==> src/rtl/store_buffer_if.sv <==
`default_nettype none
// ============================================================================
//  Module   : store_buffer_if
//  Purpose  : Groups the store-request handshake, the RAM write port and the
//             buffer status signals of store_buffer into one bundle.
//  Ports    : st_valid/st_ready/st_addr/st_data/st_size  - core store request
//             mem_we/mem_addr/mem_wdata/mem_be/mem_ack   - RAM write port
//             empty/count/misalign                       - buffer status
//  Modports : slave  - the store buffer itself
//             master - the core + RAM side (testbench)
//  Revision : 1.0 - initial release
// ============================================================================
interface store_buffer_if #(
   parameter int DATA_WIDTH = 32,
   parameter int ADDR_WIDTH = 32,
   parameter int DEPTH      = 4
);
   localparam int CNT_W = $clog2(DEPTH + 1);

   logic                  st_valid;
   logic                  st_ready;
   logic [ADDR_WIDTH-1:0] st_addr;
   logic [DATA_WIDTH-1:0] st_data;
   logic [1:0]            st_size;
   logic                  mem_we;
   logic [ADDR_WIDTH-1:0] mem_addr;
   logic [DATA_WIDTH-1:0] mem_wdata;
   logic [3:0]            mem_be;
   logic                  mem_ack;
   logic                  empty;
   logic [CNT_W-1:0]      count;
   logic                  misalign;

   modport slave (
      input  st_valid, st_addr, st_data, st_size, mem_ack,
      output st_ready, mem_we, mem_addr, mem_wdata, mem_be, empty, count, misalign
   );

   modport master (
      output st_valid, st_addr, st_data, st_size, mem_ack,
      input  st_ready, mem_we, mem_addr, mem_wdata, mem_be, empty, count, misalign
   );
endinterface
`default_nettype wire

==> src/rtl/store_buffer.sv <==
`default_nettype none
// ============================================================================
//  Module   : store_buffer
//  Purpose  : Buffers CPU store requests in an in-order FIFO and drains them
//             to the data-RAM write port. Byte/half/word stores are converted
//             to a word-aligned address, lane-replicated data and a 4-bit
//             byte enable at enqueue time.
//  Ports    : clk  - rising-edge clock
//             rst  - synchronous active-high reset
//             sb   - store_buffer_if.slave (request, RAM write port, status)
//  Config   : STORE_MISALIGN_TRAP_EN - when defined, misaligned sh/sw stores
//             are accepted but dropped and reported by a 1-cycle misalign
//             pulse; when undefined, misaligned low address bits are ignored.
//  Revision : 1.0 - initial release
// ============================================================================
module store_buffer #(
   parameter int DATA_WIDTH = 32,
   parameter int ADDR_WIDTH = 32,
   parameter int DEPTH      = 4
) (
   input logic           clk,
   input logic           rst,
   store_buffer_if.slave sb
);
   localparam int PTR_W = (DEPTH > 1) ? $clog2(DEPTH) : 1;
   localparam int CNT_W = $clog2(DEPTH + 1);

   localparam logic [1:0] SIZE_B = 2'b00;
   localparam logic [1:0] SIZE_H = 2'b01;
   localparam logic [1:0] SIZE_W = 2'b10;

   // Entry storage; contents are only observed while the entry is valid,
   // so it carries no reset.
   logic [ADDR_WIDTH-1:0] addr_q  [DEPTH];
   logic [DATA_WIDTH-1:0] wdata_q [DEPTH];
   logic [3:0]            be_q    [DEPTH];

   logic [PTR_W-1:0] head_q, head_d;
   logic [PTR_W-1:0] tail_q, tail_d;
   logic [CNT_W-1:0] count_q, count_d;

   logic                  empty;
   logic                  ready;
   logic                  push_fire;
   logic                  enq;
   logic                  pop;
   logic                  size_ok;
   logic [ADDR_WIDTH-1:0] enc_addr;
   logic [DATA_WIDTH-1:0] enc_wdata;
   logic [3:0]            enc_be;

   assign empty     = (count_q == '0);
   assign ready     = (count_q < CNT_W'(DEPTH));
   assign push_fire = sb.st_valid && ready;
   assign pop       = sb.mem_ack && !empty;

   // Request encoding into the RAM write format.
   always_comb begin
      enc_addr  = {sb.st_addr[ADDR_WIDTH-1:2], 2'b00};
      enc_wdata = '0;
      enc_be    = 4'b0000;
      size_ok   = 1'b1;
      case (sb.st_size)
         SIZE_B: begin
            enc_be    = 4'b0001 << sb.st_addr[1:0];
            enc_wdata = {4{sb.st_data[7:0]}};
         end
         SIZE_H: begin
            // Lane pair chosen by addr[1]; addr[0] never moves the lanes.
            enc_be    = 4'b0011 << {sb.st_addr[1], 1'b0};
            enc_wdata = {2{sb.st_data[15:0]}};
         end
         SIZE_W: begin
            enc_be    = 4'b1111;
            enc_wdata = sb.st_data;
         end
         default: size_ok = 1'b0;   // reserved size: handshake only
      endcase
   end

`ifdef STORE_MISALIGN_TRAP_EN
   logic misaligned;
   logic misalign_q, misalign_d;

   assign misaligned = ((sb.st_size == SIZE_H) && sb.st_addr[0]) ||
                       ((sb.st_size == SIZE_W) && (sb.st_addr[1:0] != 2'b00));
   assign enq        = push_fire && size_ok && !misaligned;
   assign misalign_d = push_fire && misaligned;

   always_ff @(posedge clk) begin
      if (rst) begin
         misalign_q <= 1'b0;
      end else begin
         misalign_q <= misalign_d;
      end
   end

   assign sb.misalign = misalign_q;
`else
   assign enq         = push_fire && size_ok;
   assign sb.misalign = 1'b0;
`endif

   // Pointer/count next state. Pointers wrap naturally (DEPTH is a power of 2).
   always_comb begin
      head_d  = head_q;
      tail_d  = tail_q;
      count_d = count_q;
      if (enq) begin
         tail_d = tail_q + PTR_W'(1);
      end
      if (pop) begin
         head_d = head_q + PTR_W'(1);
      end
      case ({enq, pop})
         2'b10:   count_d = count_q + CNT_W'(1);
         2'b01:   count_d = count_q - CNT_W'(1);
         default: count_d = count_q;
      endcase
   end

   always_ff @(posedge clk) begin
      if (rst) begin
         head_q  <= '0;
         tail_q  <= '0;
         count_q <= '0;
      end else begin
         head_q  <= head_d;
         tail_q  <= tail_d;
         count_q <= count_d;
      end
   end

   always_ff @(posedge clk) begin
      if (enq) begin
         addr_q[tail_q]  <= enc_addr;
         wdata_q[tail_q] <= enc_wdata;
         be_q[tail_q]    <= enc_be;
      end
   end

   // Head outputs are forced to zero while empty, which also gives the
   // all-zero write port after reset.
   assign sb.st_ready  = ready;
   assign sb.mem_we    = !empty;
   assign sb.mem_addr  = empty ? '0 : addr_q[head_q];
   assign sb.mem_wdata = empty ? '0 : wdata_q[head_q];
   assign sb.mem_be    = empty ? 4'b0000 : be_q[head_q];
   assign sb.empty     = empty;
   assign sb.count     = count_q;
endmodule
`default_nettype wire
==> src/flat_wrapper.sv <==
// flat-port wrapper written by rule: the top's interface ports become plain ports
module store_buffer_flat 
#(
   parameter int DATA_WIDTH = 32,
   parameter int ADDR_WIDTH = 32,
   parameter int DEPTH      = 4
)
  (clk, rst, sb_st_valid, sb_st_addr, sb_st_data, sb_st_size, sb_mem_ack, sb_st_ready, sb_mem_we, sb_mem_addr, sb_mem_wdata, sb_mem_be, sb_empty, sb_count, sb_misalign);
  store_buffer_if #(.DATA_WIDTH(DATA_WIDTH), .ADDR_WIDTH(ADDR_WIDTH), .DEPTH(DEPTH)) sb_i ();
  input logic clk;
  input logic rst;
  input wire logic [$bits(sb_i.st_valid)-1:0] sb_st_valid;
  input wire logic [$bits(sb_i.st_addr)-1:0] sb_st_addr;
  input wire logic [$bits(sb_i.st_data)-1:0] sb_st_data;
  input wire logic [$bits(sb_i.st_size)-1:0] sb_st_size;
  input wire logic [$bits(sb_i.mem_ack)-1:0] sb_mem_ack;
  output wire logic [$bits(sb_i.st_ready)-1:0] sb_st_ready;
  output wire logic [$bits(sb_i.mem_we)-1:0] sb_mem_we;
  output wire logic [$bits(sb_i.mem_addr)-1:0] sb_mem_addr;
  output wire logic [$bits(sb_i.mem_wdata)-1:0] sb_mem_wdata;
  output wire logic [$bits(sb_i.mem_be)-1:0] sb_mem_be;
  output wire logic [$bits(sb_i.empty)-1:0] sb_empty;
  output wire logic [$bits(sb_i.count)-1:0] sb_count;
  output wire logic [$bits(sb_i.misalign)-1:0] sb_misalign;
  assign sb_i.st_valid = sb_st_valid;
  assign sb_i.st_addr = sb_st_addr;
  assign sb_i.st_data = sb_st_data;
  assign sb_i.st_size = sb_st_size;
  assign sb_i.mem_ack = sb_mem_ack;
  assign sb_st_ready = sb_i.st_ready;
  assign sb_mem_we = sb_i.mem_we;
  assign sb_mem_addr = sb_i.mem_addr;
  assign sb_mem_wdata = sb_i.mem_wdata;
  assign sb_mem_be = sb_i.mem_be;
  assign sb_empty = sb_i.empty;
  assign sb_count = sb_i.count;
  assign sb_misalign = sb_i.misalign;
  store_buffer #(.DATA_WIDTH(DATA_WIDTH), .ADDR_WIDTH(ADDR_WIDTH), .DEPTH(DEPTH)) u_core (.clk(clk), .rst(rst), .sb(sb_i));
endmodule
==> config.mk <==
export PLATFORM = sky130hd
export DESIGN_NAME = store_buffer_flat
export DESIGN_NICKNAME = d
export VERILOG_FILES = /design/src/rtl/store_buffer_if.sv /design/src/rtl/store_buffer.sv /design/src/flat_wrapper.sv
export SDC_FILE = /design/constraint.sdc
export NUM_CORES = 1
export LEC_CHECK = 0
export ABC_AREA = 1
export CAP_MARGIN = 20
export CORE_MARGIN = 2
export CORE_UTILIZATION = 45
export CTS_CLUSTER_SIZE = 30
export DETAILED_ROUTE_END_ITERATION = 8
export PLACE_DENSITY = 0.67
export SYNTH_ARGS = -nofsm -noshare
export SYNTH_HDL_FRONTEND = slang
export SYNTH_SLANG_ARGS = --single-unit
export TNS_END_PERCENT = 20
==> constraint.sdc <==
create_clock -name clk -period 11.74 [get_ports clk]
set_input_delay 1.174 -clock clk [delete_from_list [all_inputs] [get_ports clk]]
set_output_delay 1.174 -clock clk [all_outputs]
set_load 0.1 [all_outputs]
# Word-level counts from Yosys, hierarchy flattened
# Memories as Yosys holds them, arrays and structs flattened. A register that Yosys moved wholly into a read port is not among the register bits.
# Cells that the tools add are included.
dict set report word_totals {
  memories 3
  input_bits 70
  ff_bits 7
  ram_bits 264
  word_cells 40
}
# name words word_bits rd rd_ports_with_merged_regs wr line_no
set memory_table {}
lappend memory_table {u_core.wdata_q 4 32 1 1 1 store_buffer.sv:35} ;# logic [DATA_WIDTH-1:0] wdata_q [DEPTH];
lappend memory_table {u_core.addr_q 4 30 1 1 1 store_buffer.sv:34} ;# logic [ADDR_WIDTH-1:0] addr_q [DEPTH];
lappend memory_table {u_core.be_q 4 4 1 1 1 store_buffer.sv:36} ;# logic [3:0] be_q [DEPTH];
dict set report op_classes {
  n_shift 2
  add_sub_neg 4
  order_cmp 1
  n_eq_ne 4
  mux 15
  n_reduce_logical 8
}
# operator n
set ops {}
lappend ops {{$pmux 32 s3} 1}
lappend ops {{$mux 32} 2}
lappend ops {{$mux 2} 6}
lappend ops {{$pmux 4 s3} 1}
lappend ops {{$pmux 3 s2} 1}
lappend ops {{$add 2x1->2 const B} 2}
lappend ops {{$eq 2x1->1 const B} 2}
lappend ops {{$eq 2x2->1 const B} 2}
lappend ops {{$mux 4} 1}
lappend ops {{$shl 1x2->4 const A} 1}
lappend ops {{$shl 2x2->4 const A} 1}
lappend ops {{$add 3x1->3 const B} 1}
lappend ops {{$logic_and 1x1->1} 3}
lappend ops {{$logic_not 3->1} 1}
lappend ops {{$lt 3x3->1 const B} 1}
lappend ops {{$mux 1} 3}
lappend ops {{$reduce_or 3->1} 1}
lappend ops {{$sub 3x1->3 const B} 1}
lappend ops {{$logic_not 2->1} 1}
lappend ops {{$reduce_bool 2->1} 1}
lappend ops {{$logic_not 1->1} 1}

# Longest topological paths before layout
# Gate-level depths: netlist (run 1).
dict set report logic_depth {
  depth_word 6
  mapped_depth 13
  ltp_nobuf 13
}

# Worst setup path after synthesis (run 1)
# No wires, ideal clock.
dict set report synth_path {
  path_type {reg-to-output}
  startpoint {reg u_core.count_q[2], in the netlist u_core.sb.count[2]}
  endpoint {out sb_mem_addr[22]}
  path_slack_ns 6.167
  t_arrival_ns 4.399
  required_ns 10.566
  path_stages_with_launch 6
  path_cell_list {dfxtp_1 inv_1 nand2_2 inv_1 buf_2 a21oi_1}
}
dict set report synth_via {
  elab_chain_cells 2
}
# element line_no
set synth_rtl {}
lappend synth_rtl {{start, declared} store_buffer.sv:40} ;# logic [CNT_W-1:0] count_q, count_d;
lappend synth_rtl {{start signal, assigned} store_buffer.sv:130} ;# count_q <= count_d;
lappend synth_rtl {{$logic_not 3->1} store_buffer.sv:52} ;# assign empty = (count_q == '0);
lappend synth_rtl {{net sb_empty} flat_wrapper.sv:22} ;# output wire logic [$bits(sb_i.empty)-1:0] sb_empty;
lappend synth_rtl {{$mux 32} store_buffer.sv:146} ;# assign sb.mem_addr = empty ? '0 : addr_q[head_q];
lappend synth_rtl {{end, declared} flat_wrapper.sv:19} ;# output wire logic [$bits(sb_i.mem_addr)-1:0] sb_mem_addr;
# The timed path passes the listed nets, and every way through them passes these cells.

==> results of run 1 <==
[metal layers]
| metal | vias up | routed length, µm | part of all wire |
|---|---|---|---|
| met5 | - | 0 | 0 |
| met4 | 0 | 328 | 0.013 |
| met3 | 24 | 1650 | 0.066 |
| met2 | 244 | 11900 | 0.47 |
| met1 | 3544 | 11200 | 0.45 |
| li1 | 3557 | - | - |
[worst max-delay path: stages (launching register included)]
cell and delay [ps]:
dfxtp_4 510, inv_4 530, buf_4 700, o21ai_0 200
a21oi_1 410, clkdlybuf4s50_1 1220
[metrics by stage]
| stage | instance area [µm²] | hold WS [ps] | setup WS [ps] |
|---|---|---|---|
| after floorplan | 11100 | 459 | 6170 |
| after global placement | 12700 | 483 | 6970 |
| after detailed placement | 12700 | 513 | 6950 |
| after CTS | 13600 | 524 | 6380 |
| after global routing | 13600 | 548 | 6210 |
| final | 13600 | 515 | 6410 |
[state kept, by name (all words and copies together) (netlist names), named ones only]
signal and count:
u_core.sb.count 3, u_core.be_q 16, u_core.head_q 2, u_core.wdata_q 128
u_core.addr_q 120, u_core.tail_q 2
[synthesized netlist by cell type]
cell	instances
a21oi_1	69
buf_1	1
buf_2	21
buf_4	10
buf_6	5
clkbuf_1	11
clkbuf_2	8
conb_1	1
dfxtp_1	9
edfxtp_1	264
fa_1	1
ha_1	5
inv_1	31
inv_2	1
inv_4	1
nand2_1	53
nand2_2	1
nand3_1	20
nor2_1	290
o21ai_0	81
o21ai_1	67
or2_2	1
[logic make-up (layout without fill, tap and decap cells)]
logic type	after synthesis	after routing
AO/OA/AOI/OAI	217	217
adder cells (fa/ha/maj)	6	6
buffers and inverters	89	235
flip-flops	273	273
other	1	4
AND/OR/NAND/NOR	365	365
[final timing paths]
path / slack (ps) / startpoint / cells past startpoint / to
setup / recovery: 6410 / flip-flop / 5 / sb_mem_wdata[4]
hold reg to reg: 520 / u_core.head_q[1] / 2 / flip-flop
setup reg to reg: 8900 / u_core.sb.count[2] / 4 / u_core.wdata_q[2][8]
hold / removal: 520 / u_core.head_q[1] / 2 / flip-flop
[layout make-up]
class | instances | area [µm²] | area share
timing repair buffer | 151 | 1490 | 0.109
clock inverter | 17 | 128 | 0.00937
antenna | 1 | 2.50 | 0.000184
multi-input combinational | 591 | 2610 | 0.192
sequential | 273 | 8110 | 0.596
clock buffer | 34 | 744 | 0.0547
inverter | 33 | 126 | 0.00928
tap | 324 | 405 | 0.0298
[cell usage in the layout, fill, tap and decap left out]
master / netlist / layout
nor2_1: 290 / 286
edfxtp_1: 264 / 264
clkdlybuf4s50_1: 0 / 141
o21ai_0: 81 / 81
a21oi_1: 69 / 69
o21ai_1: 67 / 67
nand2_1: 53 / 53
inv_1: 31 / 30
clkbuf_16: 0 / 29
nand3_1: 20 / 20
buf_4: 10 / 10
clkinv_1: 0 / 9
dfxtp_1: 9 / 7
ha_1: 5 / 5
clkbuf_1: 11 / 5
clkinv_2: 0 / 5
nor2_4: 0 / 4
conb_1: 1 / 3
inv_2: 1 / 2
bufinv_16: 0 / 2
diode_2: 0 / 1
nand2_2: 1 / 1
or2_2: 1 / 1
inv_4: 1 / 1
fa_1: 1 / 1
dfxtp_4: 0 / 1
dfxtp_2: 0 / 1
clkinv_4: 0 / 1
==> impl_metrics.env, run 1 <==
export IMPL_status="completed"
export IMPL_postRouteAntennaNets=0
export IMPL_row_count=57
export IMPL_avgSynthCellArea_um2=11.7
export IMPL_drv_slew=0
export IMPL_synthesis_area_um2=11100
export IMPL_portBuffers=141
export IMPL_critPathCaptureType="primary output"
export IMPL_synth_seq_cells=273
export IMPL_tns_ps=0
export IMPL_syn_inst=951
export IMPL_drt_iter0_drc=603
export IMPL_grt_ovfl_total=0
export IMPL_fin_crit_ps=5330
export IMPL_setup_viol=0
export IMPL_synth_top_family_by_area="simple AND/OR/NAND/NOR gates"
export IMPL_synth_top_area_share=0.712
export IMPL_synth_adder_area_share=0.00742
export IMPL_fin_cells=1424
export IMPL_track_usage=0.191
export IMPL_period_share=0.454
export IMPL_start_kind="flip-flop"
export IMPL_first_global_vias=7181
export IMPL_layout_drive_gt1_share=0.0528
export IMPL_area_growth_pct=22.4
export IMPL_cp_required_ps=10570
export IMPL_tightest_slew_ps=1040
export IMPL_path_class="reg2out"
export IMPL_relSlewSlack=0.306
export IMPL_met3_usage=0.0342
export IMPL_max_freq_mhz=188
export IMPL_report_final_hold_viol_count=0
export IMPL_floorplan_initialDensity=0.458
export IMPL_use_met2=0.318
export IMPL_ys_types=22
export IMPL_nFillCells=2012
export IMPL_die_h_um=161
export IMPL_vias_per_cell=5.17
export IMPL_synth_xor_area_frac=0
export IMPL_synth_area_leader_cell="edfxtp_1"
export IMPL_max_cap_viol_count=0
export IMPL_hp_class="reg2reg"
export IMPL_dp_cells=1372
export IMPL_seq_area_frac_synth=0.729
export IMPL_grt_pass1_wl_um=39100
export IMPL_num_vias=7369
export IMPL_final_nets=1154
export IMPL_h_tree_depth=1
export IMPL_drc_errors=0
export IMPL_antenna_found_initial=1
export IMPL_rsz0062_at_grt="no"
export IMPL_root_buffer="clkbuf_16"
export IMPL_dr_pass1_iters=5
export IMPL_final_core_util=0.560
export IMPL_core_area_um2=24300
export IMPL_wl_um=25200
export IMPL_cts_resized=0
export IMPL_grt_max_degree=84
export IMPL_clk_latency_ps=530
export IMPL_grt_busiest_layer="met2"
export IMPL_synth_area_leaders="edfxtp_1 (71%), nor2_1 (9.8%), o21ai_0 (3.6%)"
export IMPL_die_w_um=161
export IMPL_synth_compound_area_frac=0.0976
export IMPL_ctsHoldBuffers=0
export IMPL_gp_congestion=0.857
export IMPL_cts_setup_buffers=0
export IMPL_tritoncts="done"
export IMPL_avgRoutedWirePerCell_um=17.7
export IMPL_critPathMaxFanout=74
export IMPL_yosys_area_share_simple=0.126
export IMPL_ios=145
export IMPL_numCtsBuffers=28
export IMPL_critical_path_arrival_ps=4160
export IMPL_clk_path_buf_depth=3
export IMPL_skew_ps=21.4
export IMPL_die_area_um2=26000
export IMPL_dp_hpwl_um=14000
export IMPL_cts_sinks=273
export IMPL_synth_area_mux_share=0
export IMPL_grt_util_met1=0.264
export IMPL_synth_warnings=0
export IMPL_clk_pin_slew_ps=60
Power of run 1 is left out: the tool's default activity adds up to more than one toggle a clock period on the data nets, which glitch-free logic cannot reach.
==> run 2, diff against run 1 <==
==> constraint.sdc (replaced) <==
create_clock -name clk -period 5.2 [get_ports clk]
set_input_delay 0.52 -clock clk [delete_from_list [all_inputs] [get_ports clk]]
set_output_delay 0.52 -clock clk [all_outputs]
set_load 0.1 [all_outputs]
==> run 2 against run 1 <==
Global-route usage hardly changed. Via count rose by 1.2%. Register-to-register slack worse by 6000 ps. Routed wire length fell by 0.28%. Sequential cell count is the same. Worst setup slack worse by 5300 ps.
==> impl_metrics.env, run 2 (same netlist as run 1, synthesis figures left out) <==
export IMPL_cpMaxStageDelayCell="clkdlybuf4s50_1"
export IMPL_gp_congestion=0.846
export IMPL_place_area_um2=12800
export IMPL_largest_reg_flops=128
export IMPL_ctsHoldBuffers=0
export IMPL_tns_ps=0
export IMPL_drv_slew=0
export IMPL_ios=145
export IMPL_dp_hpwl_um=14500
export IMPL_n_antenna_cell=0
export IMPL_final_nets=1158
export IMPL_cp_required_ps=4680
export IMPL_fin_crit_ps=4050
export IMPL_crit_chain="buf_4, nor2_1, nor2_1, o21ai_0, a21oi_1, clkdlybuf4s50_1"
export IMPL_root_buffer="clkbuf_16"
export IMPL_postRouteAntennaNets=0
export IMPL_dr_pass1_iters=5
export IMPL_grt_pass1_wl_um=38800
export IMPL_numCtsBuffers=28
export IMPL_final_area_um2=13700
export IMPL_tritoncts="done"
export IMPL_antenna_found_initial=0
export IMPL_cts_resized=0
export IMPL_max_cap_viol_count=0
export IMPL_die_area_um2=26000
export IMPL_setup_viol=0
export IMPL_first_global_vias=7128
export IMPL_final_common_cell="nor2_1"
export IMPL_status="completed"
export IMPL_cpMostUsedCell="nor2_1"
export IMPL_core_area_um2=24300
export IMPL_clk_latency_ps=530
export IMPL_portBuffers=141
export IMPL_cts_setup_buffers=0
export IMPL_vias_per_cell=5.23
export IMPL_track_usage=0.191
export IMPL_wl_um=25100
export IMPL_critPathMaxStageDelay_ps=1190
export IMPL_start_kind="flip-flop"
export IMPL_row_count=57
export IMPL_h_tree_depth=1
export IMPL_hp_class="reg2reg"
export IMPL_num_vias=7459
export IMPL_reg_largest_list="u_core.wdata_q: 128 flops, u_core.addr_q: 120 flops, u_core.be_q: 16 flops"
export IMPL_tightest_slew_ps=1040
export IMPL_drc_errors=0
export IMPL_die_h_um=161
export IMPL_worstSetupEndpoint="sb_mem_wdata[20]"
export IMPL_skew_ps=10.3
export IMPL_rrSetupSlack_ps=2930
export IMPL_floorplan_initialDensity=0.458
export IMPL_die_w_um=161
export IMPL_worst_r2r_path_depth=4
export IMPL_regToRegStartpoint="u_core.sb.count[2]"
export IMPL_grt_ovfl_total=0
export IMPL_layout_drive_gt1_share=0.0662
export IMPL_area_growth_pct=23.4
export IMPL_clk_pin_slew_ps=60
export IMPL_regMostFlops="u_core.wdata_q"
export IMPL_avgRoutedWirePerCell_um=17.6
export IMPL_clk_path_buf_depth=3
export IMPL_grt_max_degree=77
export IMPL_worstReg2RegEnd="u_core.addr_q[2][5]"
export IMPL_relSlewSlack=0.304
export IMPL_period_share=0.778
export IMPL_cts_sinks=273
export IMPL_drt_iter0_drc=669
export IMPL_max_freq_mhz=247
export IMPL_critPathCaptureType="primary output"
export IMPL_final_cell_mix="nor2_1 (286), edfxtp_1 (264), clkdlybuf4s50_1 (131)"
export IMPL_path_class="reg2out"
export IMPL_report_final_hold_viol_count=0
export IMPL_rsz0062_at_grt="no"
export IMPL_critPathMaxFanout=62
export IMPL_critical_path_arrival_ps=3530
run 2: cell types whose count changed in the layout (fill, tap and decap cells not counted), sizes merged:
cell           delta
clkbuf            +2
clkinv            -6
clkdlybuf4s50    -10
buf              +14
diode             -1
bufinv            +4
run 2: worst min path at each step:
stage / start / endpoint / slack (ps) / cells after the start
finish: u_core.head_q[1] / flip-flop / 480 / 2
global route: u_core.head_q[1] / flip-flop / 540 / 2
CTS: u_core.head_q[1] / flip-flop / 490 / 2
detailed placement: u_core.head_q[1] / flip-flop / 480 / 2
global placement: u_core.head_q[1] / flip-flop / 480 / 2
floorplan: u_core.head_q[1] / flip-flop / 460 / 2
run 2: layout make-up:
cell class / instances / area [µm²]
clock inverters: 15 / 218
fillers: 2013 / 10600
clock buffers: 36 / 752
flip-flops and latches: 273 / 8110
well taps: 324 / 405
repair buffers: 155 / 1500
inverters: 33 / 126
multi-input cells: 591 / 2610
run 2: metal layers:
layer  GRT usage  wire [µm]
met1       0.266      10900
met2       0.320      12100
met3      0.0324       1630
met4      0.0406        444
met5           0          0
run 2: per-stage QoR:
step	util	hold slack [ps]	std cells	setup slack (ps)
after floorplan	-	459	953	17.9
after global placement	0.525	481	1376	1730
after detailed placement	0.525	484	1376	1720
after CTS	0.564	490	1427	1130
after global routing	0.564	541	1427	962
final	0.564	485	1427	1150
run 2: worst max-delay path: cells and delay by family, from the launching register on:
kind | cells | cell delay, ps
AND/OR/NAND/NOR | 2 | 210
buffers and inverters | 2 | 1790
AO/OA/AOI/OAI | 2 | 390
flip-flops | 1 | 560
Power of run 2 is left out for the same reason.
